<file path="src/rtl/tune_sequencer_pkg.sv">
// Shared definitions for tune_sequencer: FSM states, tune start addresses,
// ROM word layout and the built-in tune ROM image.
package tune_sequencer_pkg;

    typedef enum logic [2:0] {
        S_IDLE,
        S_FETCH,
        S_LOAD,
        S_PLAY,
        S_GAP,
        S_END
    } state_t;

    localparam int unsigned NUM_TUNES = 4;

    // ROM word layout: {midi, dur}
    localparam int unsigned MIDI_MSB = 15;
    localparam int unsigned MIDI_LSB = 8;
    localparam int unsigned DUR_MSB  = 7;
    localparam int unsigned DUR_LSB  = 0;

    localparam logic [7:0] MIDI_REST = 8'h00;
    localparam logic [7:0] DUR_TERM  = 8'h00;

    function automatic logic [7:0] tune_base(input logic [1:0] idx);
        case (idx)
            2'd0:    return 8'h00;
            2'd1:    return 8'h10;
            2'd2:    return 8'h20;
            default: return 8'hFD;
        endcase
    endfunction

    // Tune 3 runs to the last ROM word without a terminator.
    function automatic logic [15:0] rom_image(input logic [15:0] a);
        case (a)
            16'h0000: return 16'h4503;
            16'h0001: return 16'h0002;
            16'h0002: return 16'h4801;
            16'h0003: return 16'h0000;
            16'h0010: return 16'h3C02;
            16'h0011: return 16'h3E01;
            16'h0012: return 16'h0000;
            16'h0020: return 16'h4003;
            16'h0021: return 16'h4302;
            16'h0022: return 16'h0000;
            16'h00FD: return 16'h5002;
            16'h00FE: return 16'h5201;
            16'h00FF: return 16'h5402;
            default:  return 16'h0000;
        endcase
    endfunction

endpackage

</file>
<file path="src/rtl/tune_sequencer_rom.sv">
// Synchronous 2**ROM_AW x 16 tune ROM, one clock read latency.
// Contents are held as a case table so the ROM needs no init file.
module tune_sequencer_rom
    import tune_sequencer_pkg::*;
#(
    parameter int unsigned ROM_AW = 8
) (
    input  logic              clk12MHz,
    input  logic [ROM_AW-1:0] addr,
    output logic [15:0]       data
);

    always_ff @(posedge clk12MHz) begin
        data <= rom_image(16'(addr));
    end

endmodule

</file>
<file path="src/rtl/tune_sequencer.sv">
// Arbitrates four tune requesters and plays ROM note sequences on the MIDI bus.
// Optional build macro PREEMPT_EN: a higher-priority request aborts the current tune at the next tick.
module tune_sequencer
    import tune_sequencer_pkg::*;
#(
    parameter int unsigned CLK_HZ    = 12000000,
    parameter int unsigned TICK_HZ   = 64,
    parameter int unsigned ROM_AW    = 8,
    parameter int unsigned GAP_TICKS = 2
) (
    input  logic       clk12MHz,
    input  logic       rst,
    input  logic [3:0] req,
    input  logic       stop,
    output logic [7:0] midi,
    output logic       note_on,
    output logic       busy,
    output logic [1:0] tune_idx
);

    localparam int unsigned PRESC_DIV = CLK_HZ / TICK_HZ;
    localparam int unsigned PRESC_W   = (PRESC_DIV > 1) ? $clog2(PRESC_DIV) : 1;
    localparam logic [ROM_AW-1:0] ADDR_LAST = '1;

    state_t              state;
    state_t              state_next;
    logic [ROM_AW-1:0]   addr;
    logic [ROM_AW-1:0]   addr_next;
    logic [7:0]          cnt;
    logic [7:0]          cnt_next;
    logic [7:0]          midi_next;
    logic [1:0]          idx_next;
    logic [3:0]          pending;
    logic [3:0]          grant_clr;
    logic [3:0]          req_q;
    logic [3:0]          req_prev;
    logic [3:0]          req_edge;
    logic [3:0]          discard;
    logic [1:0]          grant;
    logic [3:0]          grant_oh;
    logic                take_grant;
    logic                preempt;
    logic                playing;
    logic                tick;
    logic [PRESC_W-1:0]  presc;
    logic [15:0]         rom_data;

    tune_sequencer_rom #(
        .ROM_AW (ROM_AW)
    ) u_rom (
        .clk12MHz (clk12MHz),
        .addr     (addr),
        .data     (rom_data)
    );

    assign tick     = (presc == PRESC_W'(PRESC_DIV - 1));
    assign req_edge = req_q & ~req_prev;
    assign playing  = (state == S_FETCH) || (state == S_LOAD) ||
                      (state == S_PLAY)  || (state == S_GAP);
    assign discard  = playing ? (4'b0001 << tune_idx) : 4'b0000;

    always_comb begin
        if (pending[0])      grant = 2'd0;
        else if (pending[1]) grant = 2'd1;
        else if (pending[2]) grant = 2'd2;
        else                 grant = 2'd3;
    end

    assign grant_oh = 4'b0001 << grant;

`ifdef PREEMPT_EN
    assign preempt = (|pending) && (grant < tune_idx);
`else
    assign preempt = 1'b0;
`endif

    always_ff @(posedge clk12MHz) begin
        if (rst) state <= S_IDLE;
        else     state <= state_next;
    end

    always_comb begin
        state_next = state;
        addr_next  = addr;
        cnt_next   = cnt;
        midi_next  = midi;
        idx_next   = tune_idx;
        grant_clr  = '0;
        take_grant = 1'b0;
        unique case (state)
            S_IDLE: begin
                if (|pending) take_grant = 1'b1;
            end
            S_END: begin
                if (|pending) take_grant = 1'b1;
                else          state_next = S_IDLE;
            end
            S_FETCH: state_next = S_LOAD;
            S_LOAD: begin
                if (rom_data[DUR_MSB:DUR_LSB] == DUR_TERM) begin
                    midi_next  = MIDI_REST;
                    state_next = S_END;
                end else begin
                    midi_next  = rom_data[MIDI_MSB:MIDI_LSB];
                    cnt_next   = rom_data[DUR_MSB:DUR_LSB];
                    state_next = S_PLAY;
                end
            end
            S_PLAY: begin
                if (tick) begin
                    if (preempt) begin
                        midi_next  = MIDI_REST;
                        take_grant = 1'b1;
                    end else if (cnt == 8'd1) begin
                        midi_next = MIDI_REST;
                        // The last ROM word ends the tune rather than wrapping the address.
                        if (addr == ADDR_LAST) begin
                            state_next = S_END;
                        end else begin
                            addr_next = addr + ROM_AW'(1);
                            if (GAP_TICKS > 0) begin
                                cnt_next   = 8'(GAP_TICKS);
                                state_next = S_GAP;
                            end else begin
                                state_next = S_FETCH;
                            end
                        end
                    end else begin
                        cnt_next = cnt - 8'd1;
                    end
                end
            end
            S_GAP: begin
                if (tick) begin
                    if (preempt)            take_grant = 1'b1;
                    else if (cnt == 8'd1)   state_next = S_FETCH;
                    else                    cnt_next   = cnt - 8'd1;
                end
            end
            default: state_next = S_IDLE;
        endcase
        if (take_grant) begin
            state_next = S_FETCH;
            addr_next  = ROM_AW'(tune_base(grant));
            idx_next   = grant;
            grant_clr  = grant_oh;
        end
        if (stop) begin
            state_next = S_IDLE;
            midi_next  = MIDI_REST;
        end
    end

    always_comb begin
        busy    = (state != S_IDLE);
        note_on = (state == S_PLAY) && (midi != MIDI_REST);
    end

    always_ff @(posedge clk12MHz) begin
        if (rst) begin
            addr     <= '0;
            cnt      <= '0;
            midi     <= MIDI_REST;
            tune_idx <= '0;
            pending  <= '0;
            presc    <= '0;
            req_q    <= '0;
            req_prev <= '0;
        end else begin
            addr     <= addr_next;
            cnt      <= cnt_next;
            midi     <= midi_next;
            tune_idx <= idx_next;
            req_q    <= req;
            // On stop, a key that rose this clock is absorbed so it cannot raise an edge later.
            req_prev <= stop ? req : req_q;
            pending  <= stop ? '0 : ((pending & ~grant_clr) | (req_edge & ~discard));
            presc    <= ((state_next != state) || tick) ? '0 : presc + PRESC_W'(1);
        end
    end

endmodule

</file>
<file path="config.mk">
export PLATFORM = sky130hd
export DESIGN_NAME = tune_sequencer
export DESIGN_NICKNAME = d
export VERILOG_FILES = /design/src/rtl/tune_sequencer_pkg.sv /design/src/rtl/tune_sequencer_rom.sv /design/src/rtl/tune_sequencer.sv
export SDC_FILE = /design/constraint.sdc
export NUM_CORES = 1
export LEC_CHECK = 0
export CORE_ASPECT_RATIO = 1.75
export CORE_UTILIZATION = 45
export DETAILED_ROUTE_END_ITERATION = 10
export PLACE_DENSITY_LB_ADDON = 0.2
export RECOVER_POWER = 25
export SLEW_MARGIN = 20
export SYNTH_ARGS = -nofsm -noshare
export SYNTH_HDL_FRONTEND = slang
export SYNTH_SLANG_ARGS = --single-unit
</file>
<file path="constraint.sdc">
create_clock -name clk12MHz -period 2.5 [get_ports clk12MHz]
set_input_delay 0.625 -clock clk12MHz [delete_from_list [all_inputs] [get_ports clk12MHz]]
set_output_delay 0.625 -clock clk12MHz [all_outputs]
set_load 0.03 [all_outputs]
</file>
* Yosys cells after proc, flatten, opt, wreduce, memory -nomap -nowiden
Index checks and enable logic that the tools add are counted.
Widths: inputs -> output; s select.
** Storage, ports and cells
- Bits in registers :: 74
- Latch bits :: 0
- RAM bits :: 0
- ROM bits :: 0
- Input port bits :: 7
- Output and inout port bits :: 12
- Word-level logic and storage cells :: 107
- Memories :: 0
** Cells by class
- $add $sub $neg :: 3
- $mul :: 0
- Div/mod/pow operators :: 0
- $lt $le $gt $ge :: 0
- Equality and inequality tests :: 26
- Shift operators :: 2
- Mux-type cells :: 36
- Bitwise logic cells :: 7
- Reductions and logical operators :: 23
** Operators by type and width (count)
- $pmux 15 s10 :: 1
- $mux 8 :: 13
- $pmux 8 s3 :: 2
- $eq 8x8->1 const B :: 3
- $mux 3 :: 8
- $add 18x1->18 const B :: 1
- $eq 18x18->1 const B :: 1
- $pmux 3 s6 :: 1
- $eq 8x1->1 const B :: 2
- $eq 8x5->1 const B :: 2
- $eq 8x6->1 const B :: 2
- $logic_not 8->1 :: 2
- $pmux 8 s2 :: 1
- $and 4x4->4 :: 3
- $mux 4 :: 3
- $not 4->4 :: 3
- $ne 2x2->1 const B :: 5
- $add 8x1->8 const B :: 1
- $eq 8x2->1 const B :: 1
- $reduce_bool 2->1 :: 4
- $reduce_bool 8->1 :: 1
- $shl 1x2->4 const A :: 2
- $sub 8x1->8 const B :: 1
- $mux 7 :: 1
- other kinds (21) :: 33

* Logic depth before layout (Yosys ltp)
- Depth in word-level cells :: 10
- Depth in mapped cells :: 9
- Gate-level depth less buffers :: 7

* Cells and area by module
Synthesis repeated with hierarchy kept, for this count alone.
** Second synthesis, totals
- Cells, all modules :: 391
- Area total of the unflattened synthesis :: 3380.7 um^2
** By module, submodules not included
- tune_sequencer :: instances 1, cells each 340, area an instance 2920.3 um^2, sequential area each 1181.1 um^2
- tune_sequencer_rom :: instances 1, cells each 51, area an instance 460.4 um^2, sequential area each 180.2 um^2

* Least setup slack after synthesis
Ideal clock, no wire load.
- Path type :: input-to-reg
- Start point :: in stop
- End point :: reg midi[0]
- Library setup time :: 0.060 ns
- Data arrival time :: 2.255 ns
- Required time :: 2.440 ns
- Slack :: 0.184 ns
- Cell stages on the path :: 5
- Buffers on the path :: 2
- Cells stage by stage :: clkbuf_1 -> or2_2 -> clkbuf_1 -> nor4b_1 -> a22o_1
** On the way
- Longest elaborated chain between the ends :: 1
** RTL lines
- from (decl) :: line tune_sequencer.sv:14 : input logic stop,
- $reduce_or 2->1 (no line)
- to (signal assigned) :: line tune_sequencer.sv:172 : midi <= midi_next;
- to (decl) :: line tune_sequencer.sv:15 : output logic [7:0] midi,
Every way passes these cells.
A chain may end at the register's enable or synchronous reset.

* Final worst setup path
- Start point :: reg state[2]
- End point :: out busy
** On the way
- Longest elaborated chain between the ends :: 1
** RTL lines
- from (decl) :: line tune_sequencer.sv:25 : state_t state;
- from (signal assigned) :: line tune_sequencer.sv:79 : else state <= state_next;
- $reduce_bool 3->1 :: line tune_sequencer.sv:155 : busy = (state != S_IDLE);
- to (decl) :: line tune_sequencer.sv:17 : output logic busy,
Every way passes these cells.

==> results.tsv <==
metric	value	unit
drt_iter0_drc	142	
gp_congestion	0.812	
area_growth	19.4	%
power.internal	2.12	mW
first_global_vias	2814	
synth_top_area_share	41.3	%
grt_usage	21.6	%
ff_latch_area	1340	um^2
floorplan.rows	40	
slew_headroom	49.2	%
layout_commonest_cell	dfxtp_1	
reg2reg_slack	0.19	ns
hpwl	5290	um
p_per_area	704	nW/um^2
clk_latency	0.33	ns
fin_ws	0.128	ns
dpl_cell_area	3560	um^2
fillers	650	
synth-edff-count	0	
port_buffers	17	
ys_seq_area_share	41.3	%
nNetsFinal	427	
antenna_found_initial	0	
max_freq	0.422	GHz
drc	0	
fin_area	3870	um^2
worst_setup_path_start_kind	flop	
cts_made_buffers	9	
r2r-start	state[2]	
multi_input_area	1780	um^2
cp_max_fo	14	
grt_first_pass_wirelength	12400	um
die_w	66.2	um
preCtsSetupSlack	0.161	ns
io_pins	19	
crit_type	reg -> out	
ys_types	54	
finalCritPeriodShare	94.9	%
route.met3.wl	242	um
synthArstFlopShare	0	%
worst_pin_slew	0.755	ns
dieArea	7570	um^2
ant_nets	0	
rsz0062_at_grt	false	
clockPowerShare	50.5	%
routed_wl	7420	um
reg2reg_to	cnt[1]	
hold_class	reg -> reg	
hold_viol_final	0	
hold-path-endpoint	midi[5]	
p_sw	0.607	mW
synth_area_leaders	dfxtp_1 (41%), nor2_1 (6.0%), a21oi_1 (5.2%)	
dr_total_vias	2874	
dp.cells	486	
grt_overflow	0	
routedWlPerCell	14.8	um
ir_drop	0.000461	V
clock-root-buffer	clkbuf_16	
drv_cap	0	
p_leak	1.41	nW
die_h	114	um
viasPerCell	5.73	
tns	0	ns
maxSlewViolCount	0	
htreeDepth	3	
instances_no_fill	502	
clk_path_buf_depth	2	
total_power	2.72	mW
endpoint_kind	output port	
yosysWarnings	0	
yosys.area.top_type	dfxtp_1	
synth_area_per_cell	8.36	um^2
layout_common_cells	dfxtp_1 (67), nor2_1 (52), a21oi_1 (34)	
syn_inst	388	
ys.flop_type	dfxtp_1	
clk_pin_slew	0.05	ns
status	complete, no violations	
met2_length	3940	um
cts_sinks	67	
start_util	47.0	%
syn_nets	402	
synth_seq_cells	67	
grt_max_degree	29	
setup_viol	0	
top_layer	met4	
postCtsSetupBuffers	0	
first_pass_iters	4	
cts_tree	built	
min_period	2.37	ns
antenna_cells	0	
pwr-share-seq	42.0	%
drive_gt1_share	9.81	%
hold_path.startpoint	u_rom.data[13]	
fin_skew	0.00414	ns
pwr-share-comb	7.5	%
wl_met1	2960	um
cp.required	1.88	ns
crit_arrival	1.75	ns
hold_depth	1	
switching_share	22.3	%
synthesis.area	3240	um^2
core-area	6910	um^2
rr_worst_depth	7	
[what timing repair did]
item	4_1_cts	5_1_grt
setup endpoints to repair	2	0
hold buffers	0	0
hold endpoints to repair	0	0
gates resized for setup	2	0
[per-stage QoR]
step / util [%] / hold WS [ns]
2_1_floorplan: - / 0.426
3_3_place_gp: 51.5 / 0.428
3_5_place_dp: 51.5 / 0.433
4_1_cts: 56.2 / 0.445
5_1_grt: 56.1 / 0.460
6_report: 56.1 / 0.444
[synthesized netlist by cell type (5+ instances only)]
master,number
and3_1,5
o21ai_0,18
nand2_1,20
dfxtp_1,67
inv_1,12
nand3_1,18
xor2_1,7
nor2_1,52
a211oi_1,5
nor2b_1,8
nor3_1,19
mux2i_1,7
a21oi_1,34
xnor2_1,12
clkbuf_1,17
a22o_1,7
ha_1,7
nand2b_1,6
[final cells by class]
cell class,count,area share (%)
Clock inverter,4,1.87
Clock buffer,12,6.62
Sequential cell,67,34.6
Timing Repair Buffer,33,7.14
Tap cell,84,2.71
Inverter,12,1.16
Multi-Input combinational cell,290,45.8
[kinds of logic (layout without fill, tap and decap cells)]
group / after synthesis / in the layout / synth area share, %
other: 1 / 1 / 0.116
XOR/XNOR: 19 / 19 / 5.13
buffers and inverters: 31 / 61 / 3.93
flip-flops: 67 / 67 / 41.3
adder cells (fa/ha/maj): 7 / 7 / 2.70
AND/OR/NAND/NOR: 168 / 168 / 27.6
multiplexers: 7 / 7 / 2.16
AO/OA/AOI/OAI: 88 / 88 / 17.0
[critical path, cell delays in order, from the launching register on]
cell	delay [ns]
dfxtp_1	0.31
clkbuf_1	0.25
or3_1	0.47
dlygate4sd2_1	0.38
[power groups by stage]
stage	combinational (mW)	sequential, mW	clock, mW
6_report	0.204	1.14	1.38
5_1_grt	0.226	1.15	1.46
4_1_cts	0.208	1.14	1.40
3_5_place_dp	0.207	1.17	0
3_3_place_gp	0.205	1.16	0
2_1_floorplan	0.136	1.16	0
[how the worst max path moves through the flow]
stage	slack (ns)	to	start
2_1_floorplan	0.18	midi[0]	stop
3_3_place_gp	0.19	midi[6]	stop
3_5_place_dp	0.16	midi[6]	stop
4_1_cts	0.23	addr[5]	presc[0]
5_1_grt	0.05	cnt[3]	state[2]
6_report	0.13	busy	state[2]
[sequential cells by signal (all words and copies together), names as in the netlist]
name,count
pending,4
midi,7
u_rom.data,9
state,3
cnt,8
tune_idx,2
presc,18
req_q,4
req_prev,4
addr,8
[per-layer routing]
| metal | global-route usage (%) | vias to the layer above |
|---|---|---|
| met5 | 0 | - |
| met4 | 12.6 | 0 |
| met2 | 38.2 | 65 |
| met1 | 22.5 | 1355 |
| met3 | 4.98 | 23 |
| li1 | - | 1431 |
(Power assumes the default switching activity.)
